--- config.mk ---
export PLATFORM = sky130hd
export DESIGN_NAME = ulpb_tx_sequencer
export DESIGN_NICKNAME = d
export VERILOG_FILES = /design/src/rtl/ulpb_tx_sequencer_pkg.sv /design/src/rtl/ulpb_tx_buf.sv /design/src/rtl/ulpb_tx_sequencer.sv
export SDC_FILE = /design/constraint.sdc
export NUM_CORES = 1
export LEC_CHECK = 0
export BUFFER_PORTS_ARGS = -buffer_cell sky130_fd_sc_hd__buf_2
export CORE_MARGIN = 10
export CORE_UTILIZATION = 40
export DETAILED_ROUTE_END_ITERATION = 6
export SETUP_SLACK_MARGIN = 0.1
export SLEW_MARGIN = 20
export SYNTH_ARGS = -nofsm -noshare
export SYNTH_HDL_FRONTEND = slang
export SYNTH_HIERARCHICAL = 1
export SYNTH_SLANG_ARGS = --single-unit
--- constraint.sdc ---
create_clock -name i_clk -period 7.48 [get_ports i_clk]
set_input_delay 1.122 -clock i_clk [delete_from_list [all_inputs] [get_ports i_clk]]
set_output_delay 1.122 -clock i_clk [all_outputs]
set_load 0.05 [all_outputs]
--- src/rtl/ulpb_tx_sequencer_pkg.sv ---
// ---------------------------------------------------------------------------
// ulpb_tx_sequencer_pkg
// Shared definitions for the bus-node transmit sequencer:
//   - bus word/address widths used by the node interface
//   - completion status codes reported with DONE
//   - sequencer state encoding
//   - ulpb_log2(): ceiling log2, used to size pointers and counters
// ---------------------------------------------------------------------------
package ulpb_tx_sequencer_pkg;

    // Node interface widths
    localparam int ULPB_DATA_WIDTH = 32;
    localparam int ULPB_ADDR_WIDTH = 8;

    // Completion status, valid in the DONE cycle
    localparam logic [1:0] STATUS_OK      = 2'b00;
    localparam logic [1:0] STATUS_FAIL    = 2'b01;
    localparam logic [1:0] STATUS_TIMEOUT = 2'b10;

    typedef enum logic [2:0] {
        ST_IDLE      = 3'd0,
        ST_REQ       = 3'd1,
        ST_ACK_LOW   = 3'd2,
        ST_WAIT_RESP = 3'd3,
        ST_RESP      = 3'd4
    } ulpb_seq_state_t;

    // Ceiling log2; returns 0 for values <= 1.
    function automatic int ulpb_log2(input int value);
        int result;
        result = 0;
        for (int i = 0; i < 31; i++) begin
            if ((1 << i) < value) begin
                result = i + 1;
            end
        end
        return result;
    endfunction

endpackage

--- src/rtl/ulpb_tx_buf.sv ---
// ---------------------------------------------------------------------------
// ulpb_tx_buf
// Message word buffer: DEPTH words, one write port, one combinational read
// port. Contents are not reset.
// Ports:
//   i_clk      clock
//   i_wr_en    write strobe
//   i_wr_addr  write word index
//   i_wr_data  write data
//   i_rd_addr  read word index
//   o_rd_data  read data (combinational from i_rd_addr)
// ---------------------------------------------------------------------------
module ulpb_tx_buf #(
    parameter int DEPTH  = 8,
    parameter int DATA_W = 32,
    parameter int ADDR_W = 3
) (
    input  logic              i_clk,
    input  logic              i_wr_en,
    input  logic [ADDR_W-1:0] i_wr_addr,
    input  logic [DATA_W-1:0] i_wr_data,
    input  logic [ADDR_W-1:0] i_rd_addr,
    output logic [DATA_W-1:0] o_rd_data
);

    logic [DATA_W-1:0] w_words [DEPTH];

    // One register per word, each with its own decoded write enable.
    genvar gi;
    generate
        for (gi = 0; gi < DEPTH; gi++) begin : g_word
            logic [DATA_W-1:0] r_word;

            always_ff @(posedge i_clk) begin
                if (i_wr_en && (i_wr_addr == ADDR_W'(gi))) begin
                    r_word <= i_wr_data;
                end
            end

            assign w_words[gi] = r_word;
        end
    endgenerate

    assign o_rd_data = w_words[i_rd_addr];

endmodule

--- src/rtl/ulpb_tx_sequencer.sv ---
// ---------------------------------------------------------------------------
// ulpb_tx_sequencer
// Feeds one buffered message (address + 1..DEPTH data words) into the bus
// node's transmit handshake, consumes the node's success/fail response,
// replays failed messages up to MAX_RETRY times and reports completion with
// a one-cycle DONE plus STATUS.
//
// Optional feature (compile-time macro ULPB_TX_TIMEOUT_EN):
//   defined   - a word left unacknowledged for TIMEOUT cycles in REQ aborts
//               the message with STATUS=10 (no retry)
//   undefined - REQ waits indefinitely for TX_ACK
//
// Ports:
//   i_clk, i_reset        clock, synchronous active-high reset
//   i_wr_en, i_wr_data    buffer load (accepted only when idle and not full)
//   o_full                buffer holds DEPTH words
//   i_msg_addr, i_start   destination address and send request
//   o_busy                message in progress (through the DONE cycle)
//   o_done, o_status      completion pulse and code (00 ok/01 fail/10 timeout)
//   o_tx_addr, o_tx_data  word presented to the node
//   o_tx_pend             more words follow the current one
//   o_tx_req, i_tx_ack    word handshake
//   i_tx_succ, i_tx_fail  node response
//   o_tx_resp_ack         response acknowledge
// ---------------------------------------------------------------------------
module ulpb_tx_sequencer
    import ulpb_tx_sequencer_pkg::*;
#(
    parameter int DEPTH     = 8,
    parameter int MAX_RETRY = 2,
    parameter int TIMEOUT   = 1024
) (
    input  logic                       i_clk,
    input  logic                       i_reset,
    input  logic                       i_wr_en,
    input  logic [ULPB_DATA_WIDTH-1:0] i_wr_data,
    output logic                       o_full,
    input  logic [ULPB_ADDR_WIDTH-1:0] i_msg_addr,
    input  logic                       i_start,
    output logic                       o_busy,
    output logic                       o_done,
    output logic [1:0]                 o_status,
    output logic [ULPB_ADDR_WIDTH-1:0] o_tx_addr,
    output logic [ULPB_DATA_WIDTH-1:0] o_tx_data,
    output logic                       o_tx_pend,
    output logic                       o_tx_req,
    input  logic                       i_tx_ack,
    input  logic                       i_tx_succ,
    input  logic                       i_tx_fail,
    output logic                       o_tx_resp_ack
);

    localparam int PTR_W   = ulpb_log2(DEPTH) + 1;
    localparam int IDX_W   = PTR_W - 1;
    localparam int RETRY_W = (MAX_RETRY < 1) ? 1 : ulpb_log2(MAX_RETRY + 1);

    localparam logic [PTR_W-1:0]   PTR_ONE   = PTR_W'(1);
    localparam logic [PTR_W-1:0]   PTR_FULL  = PTR_W'(DEPTH);
    localparam logic [RETRY_W-1:0] RETRY_MAX = RETRY_W'(MAX_RETRY);

    // -----------------------------------------------------------------------
    // State
    // -----------------------------------------------------------------------
    ulpb_seq_state_t             r_state;
    logic [PTR_W-1:0]            r_wr_ptr;
    logic [PTR_W-1:0]            r_rd_ptr;
    logic [PTR_W-1:0]            r_len;
    logic [RETRY_W-1:0]          r_retry_cnt;
    logic                        r_fail_seen;
    logic [ULPB_ADDR_WIDTH-1:0]  r_tx_addr;
    logic [ULPB_DATA_WIDTH-1:0]  r_tx_data;
    logic                        r_tx_pend;
    logic                        r_tx_req;
    logic                        r_tx_resp_ack;
    logic                        r_busy;
    logic                        r_done;
    logic [1:0]                  r_status;

    logic                        w_full;
    logic                        w_idle;
    logic                        w_wr_accept;
    logic                        w_start_accept;
    logic                        w_in_msg;
    logic                        w_resp_in;
    logic                        w_timeout;
    logic [IDX_W-1:0]            w_rd_idx;
    logic [ULPB_DATA_WIDTH-1:0]  w_rd_data;

    assign w_full    = (r_wr_ptr == PTR_FULL);
    // The DONE cycle is already IDLE but still BUSY; keep the controller
    // side closed until BUSY has dropped.
    assign w_idle    = (r_state == ST_IDLE) && !r_busy;
    assign w_wr_accept    = i_wr_en && w_idle && !w_full;
    assign w_start_accept = i_start && w_idle && (r_wr_ptr != '0);
    assign w_in_msg  = (r_state == ST_REQ) || (r_state == ST_ACK_LOW) ||
                       (r_state == ST_WAIT_RESP);
    assign w_resp_in = i_tx_succ | i_tx_fail;

    // TX_DATA is registered together with the rising TX_REQ, so the buffer is
    // read at the index of the word about to be presented: rd_ptr when moving
    // on from ACK_LOW, word 0 when starting or replaying.
    assign w_rd_idx = (r_state == ST_ACK_LOW) ? r_rd_ptr[IDX_W-1:0] : '0;

    ulpb_tx_buf #(
        .DEPTH  (DEPTH),
        .DATA_W (ULPB_DATA_WIDTH),
        .ADDR_W (IDX_W)
    ) u_buf (
        .i_clk     (i_clk),
        .i_wr_en   (w_wr_accept),
        .i_wr_addr (r_wr_ptr[IDX_W-1:0]),
        .i_wr_data (i_wr_data),
        .i_rd_addr (w_rd_idx),
        .o_rd_data (w_rd_data)
    );

    // -----------------------------------------------------------------------
    // Optional TX_ACK timeout
    // -----------------------------------------------------------------------
`ifdef ULPB_TX_TIMEOUT_EN
    localparam int TO_W = ulpb_log2(TIMEOUT) + 1;

    logic [TO_W-1:0] r_to_cnt;

    // REQ is never re-entered from itself, so holding the counter at zero
    // outside REQ gives a clear on every entry.
    always_ff @(posedge i_clk) begin
        if (i_reset) begin
            r_to_cnt <= '0;
        end else if (r_state != ST_REQ) begin
            r_to_cnt <= '0;
        end else if (!i_tx_ack) begin
            r_to_cnt <= r_to_cnt + TO_W'(1);
        end
    end

    // Fires at the end of the TIMEOUT-th unacknowledged REQ cycle.
    assign w_timeout = (r_state == ST_REQ) && !i_tx_ack &&
                       (r_to_cnt == TO_W'(TIMEOUT - 1));
`else
    assign w_timeout = 1'b0;
`endif

    // -----------------------------------------------------------------------
    // Sequencer FSM with registered outputs
    // -----------------------------------------------------------------------
    always_ff @(posedge i_clk) begin
        if (i_reset) begin
            r_state       <= ST_IDLE;
            r_wr_ptr      <= '0;
            r_rd_ptr      <= '0;
            r_len         <= '0;
            r_retry_cnt   <= '0;
            r_fail_seen   <= 1'b0;
            r_tx_addr     <= '0;
            r_tx_data     <= '0;
            r_tx_pend     <= 1'b0;
            r_tx_req      <= 1'b0;
            r_tx_resp_ack <= 1'b0;
            r_busy        <= 1'b0;
            r_done        <= 1'b0;
            r_status      <= '0;
        end else begin
            r_done <= 1'b0;

            if (w_wr_accept) begin
                r_wr_ptr <= r_wr_ptr + PTR_ONE;
            end

            // A response can arrive at any point of the message (underflow,
            // error) and always ends the current attempt. Both flags high
            // counts as a fail.
            if (w_in_msg && w_resp_in) begin
                r_tx_req      <= 1'b0;
                r_tx_resp_ack <= 1'b1;
                r_fail_seen   <= i_tx_fail;
                r_state       <= ST_RESP;
            end else begin
                case (r_state)
                    ST_IDLE: begin
                        // Drops BUSY the cycle after DONE.
                        r_busy <= 1'b0;
                        if (w_start_accept) begin
                            r_tx_addr   <= i_msg_addr;
                            r_len       <= r_wr_ptr;
                            r_rd_ptr    <= '0;
                            r_retry_cnt <= '0;
                            r_busy      <= 1'b1;
                            r_tx_data   <= w_rd_data;
                            r_tx_pend   <= (r_wr_ptr != PTR_ONE);
                            r_tx_req    <= 1'b1;
                            r_state     <= ST_REQ;
                        end
                    end

                    ST_REQ: begin
                        if (i_tx_ack) begin
                            r_tx_req <= 1'b0;
                            r_rd_ptr <= r_rd_ptr + PTR_ONE;
                            r_state  <= ST_ACK_LOW;
                        end else if (w_timeout) begin
                            r_tx_req <= 1'b0;
                            r_done   <= 1'b1;
                            r_status <= STATUS_TIMEOUT;
                            r_wr_ptr <= '0;
                            r_state  <= ST_IDLE;
                        end
                    end

                    ST_ACK_LOW: begin
                        // The next TX_REQ rises on the same edge that sees
                        // TX_ACK low, well inside the node's sampling window.
                        if (!i_tx_ack) begin
                            if (r_rd_ptr < r_len) begin
                                r_tx_data <= w_rd_data;
                                r_tx_pend <= (r_rd_ptr != (r_len - PTR_ONE));
                                r_tx_req  <= 1'b1;
                                r_state   <= ST_REQ;
                            end else begin
                                r_state <= ST_WAIT_RESP;
                            end
                        end
                    end

                    ST_WAIT_RESP: begin
                        // Left only through the response check above.
                        r_state <= ST_WAIT_RESP;
                    end

                    ST_RESP: begin
                        r_fail_seen <= r_fail_seen | i_tx_fail;
                        if (!w_resp_in) begin
                            r_tx_resp_ack <= 1'b0;
                            if (!r_fail_seen) begin
                                r_done   <= 1'b1;
                                r_status <= STATUS_OK;
                                r_wr_ptr <= '0;
                                r_state  <= ST_IDLE;
                            end else if (r_retry_cnt < RETRY_MAX) begin
                                // Replay from word 0; buffer and len retained.
                                r_retry_cnt <= r_retry_cnt + RETRY_W'(1);
                                r_rd_ptr    <= '0;
                                r_tx_data   <= w_rd_data;
                                r_tx_pend   <= (r_len != PTR_ONE);
                                r_tx_req    <= 1'b1;
                                r_state     <= ST_REQ;
                            end else begin
                                r_done   <= 1'b1;
                                r_status <= STATUS_FAIL;
                                r_wr_ptr <= '0;
                                r_state  <= ST_IDLE;
                            end
                        end
                    end

                    default: begin
                        r_tx_req <= 1'b0;
                        r_state  <= ST_IDLE;
                    end
                endcase
            end
        end
    end

    assign o_full        = w_full;
    assign o_busy        = r_busy;
    assign o_done        = r_done;
    assign o_status      = r_status;
    assign o_tx_addr     = r_tx_addr;
    assign o_tx_data     = r_tx_data;
    assign o_tx_pend     = r_tx_pend;
    assign o_tx_req      = r_tx_req;
    assign o_tx_resp_ack = r_tx_resp_ack;

endmodule

==> reports/qor.csv <==
metric;value;unit
placed_area;13820;um2
clk_latency;0.52;ns
cts_tree;built;
track_usage;15.10;%
critPathLaunchType;flip-flop;
cts_buffers;35;
fin_skew;0.01500;ns
cts_resized;0;
wire_per_inst;23.25;um
hp-class;flip-flop to flip-flop;
crit_type;flip-flop to flip-flop;
met3WireLength;1575;um
route.detailed.drc;0;
r2r-start;r_state[2];
syn_nets;809;
antenna_found_initial;3;
layout-drive-gt1-share;27.39;%
setup_viol;0;
multiInputGateArea;3659;um2
rr_worst_depth;8;
worstHoldPathCells;2;
die_x;199.4;um
required;7.84;ns
numPortBuffers;93;
slew_violations;0;
clk_pin_slew;0.06;ns
fin_nets;911;
fin_ws;4.147;ns
async_flop_share;0;%
leakagePower;4.989;nW
yosys_warnings;6;
post_cts_buffers;0;
synthTopCellsByArea;edfxtp_1, dfxtp_1, mux4_1, mux4_2, mux2_2;
dp_hpwl;17380;um
fin_setup_tns;0;ns
vdd_drop_max;0.0002402;V
min_from;o_tx_addr[4];
htreeDepth;2;
worst_slew_pin_slew;1.119;ns
syn_to_final_growth;16.22;%
core;31640;um2
ys_types;56;
crit_arrival;3.70;ns
yosys-top-cells-count;edfxtp_1, dfxtp_1, a21oi_1, mux4_1, nand2_1;
max_slew_margin;25.38;%
cts_hold_buf;0;
crit_start;r_state[2];
cp_max_fo;51;
grt_pass1_wl;45250;um
power.total;0.005222;W
yosysTopAreaCellShare;59.71;%
cp_cell_sequence;nand2b_4 > nor3_2 > buf_4 > buf_4 > mux4_1 > mux2_2 > nand3_1 > a21oi_1;
die_height;199.4;um
grt_max_degree;65;
synth_edf_count;256;
status;complete, no violations;
rsz0062_at_grt;no;
power.density;349.0;nW/um2
fillCellCount;2718;
routed.top_layer;met5;
drtPass1Iterations;4;
maxCapViolations;0;
ys_seq_area_share;69.66;%
fin_cells;1284;
synth-main-ff-cell;edfxtp_1;
drtAntennaViolNets;0;
ys_seq_elements;320;
vias_per_cell;5.490;
dieArea;39760;um2
cts_root_buffer;clkbuf_16;
initial_core_util;40.70;%
wl_met2;14560;um
grt_overflow;0;
io_pins;95;
slowest_stage;buf_4;
postSynthCellCount;752;
rows;65;
fin_area;14960;um2
max_freq;300.0;MHz
grt_pass1_vias;7240;
cts_sinks;320;
period_minus_slack;3.333;ns
place_congestion;0.8178;
clock_path_buffers;3;
finalCritPeriodShare;44.56;%
synth_top_cell_by_area;edfxtp_1;
drtIter0Drc;422;
cpMostUsedCell;buf_4;
ff_latch_area;8969;um2
via_count;7049;
endpoint_kind;flip-flop;
routed_wl;29850;um
placed_cells;1219;
wl_met1;13260;um
yosysMostFrequentCell;edfxtp_1;
slowest_delay;0.77;ns
synth_area;12870;um2
pre_cts_slack;4.176;ns
syn_avg_cell_area;17.12;um2
hold_viol_final;0;
==> routing by layer <==
| layer | up-vias | global-route usage [%] |
|---|---|---|
| li1 | 3210 | - |
| met1 | 3610 | 19.71 |
| met2 | 186 | 25.19 |
| met3 | 41 | 3.230 |
| met4 | 2 | 3.702 |
| met5 | - | 0 |
==> final timing paths <==
path | to | slack [ns]
setup / recovery | o_tx_data[11] | 4.15
hold / removal | o_tx_addr[4] | 0.45
setup reg to reg | o_tx_data[11] | 4.15
hold reg to reg | o_tx_addr[4] | 0.45
==> placed cells by master (no fill, tap or decap), types with 3 or more instances in the layout <==
cell type and n:
a21oi_1 55, a31oi_1 4, buf_2 93, buf_4 14
clkbuf_1 9, clkbuf_16 36, clkbuf_8 3, clkinv_1 3
clkinv_2 6, dfxtp_1 64, edfxtp_1 256, ha_1 10
inv_1 13, mux2_2 32, mux2i_1 5, mux4_1 40
mux4_2 24, nand2_1 36, nand2b_1 4, nand3_1 34
nor2_1 21, nor2_4 6, nor3_1 8, nor3_2 4
nor4_1 3, nor4b_1 3, o211ai_1 3, o21ai_0 7
o21ai_1 31, xnor2_1 7, xor2_1 4
==> per-stage QoR <==
| stage | hold WS (ns) | utilization, % |
|---|---|---|
| finish | 0.4498 | 47.30 |
| global route | 0.4742 | 47.28 |
| CTS | 0.4552 | 47.28 |
| detailed placement | 0.4475 | 43.70 |
| global placement | 0.4386 | 43.46 |
| floorplan | 0.4500 | - |
==> critical path, delay by kind of cell (launching register included) <==
family	cells	cell delay, ns
AOI/OAI and AO/OA	1	0.08
buffers and inverters	2	1.06
DFF	1	0.53
muxes	2	0.93
and+or+nand+nor	3	0.48
==> cells by family after synthesis <==
group / Yosys count / share of synthesized area (%)
buffers and inverters: 58 / 2.498
muxes: 101 / 15.55
AOI/OAI and AO/OA: 117 / 5.248
DFF: 320 / 69.66
xor gates and xnor gates: 11 / 0.7483
adders and majority gates: 10 / 0.9718
and+or+nand+nor: 134 / 5.296
other: 1 / 0.02913
==> power by group <==
group          internal, W  switching [W]
clock             0.000996       0.000687
sequential         0.00216       0.000123
combinational     0.000369       0.000887
total              0.00352        0.00170
==> flip-flops by register name, indices dropped and copies added (netlist names) <==
name                 flops
r_rd_ptr                 4
r_fail_seen              1
u_buf/g_word.r_word    256
o_tx_addr                8
r_retry_cnt              2
o_done                   1
o_tx_resp_ack            1
o_status                 1
o_tx_req                 1
o_tx_pend                1
o_busy                   1
o_tx_data               32
r_wr_ptr                 4
r_state                  3
r_len                    4
==> layout make-up <==
type | instances | share of cell area [%]
Sequential cell | 320 | 59.94
Multi-Input combinational cell | 374 | 24.45
Clock buffer | 48 | 6.522
Timing Repair Buffer | 110 | 4.315
Tap cell | 402 | 3.361
Clock inverter | 15 | 1.054
Inverter | 13 | 0.3261
Antenna cell | 2 | 0.03345
No activity file was read; power rests on OpenSTA's default activity.
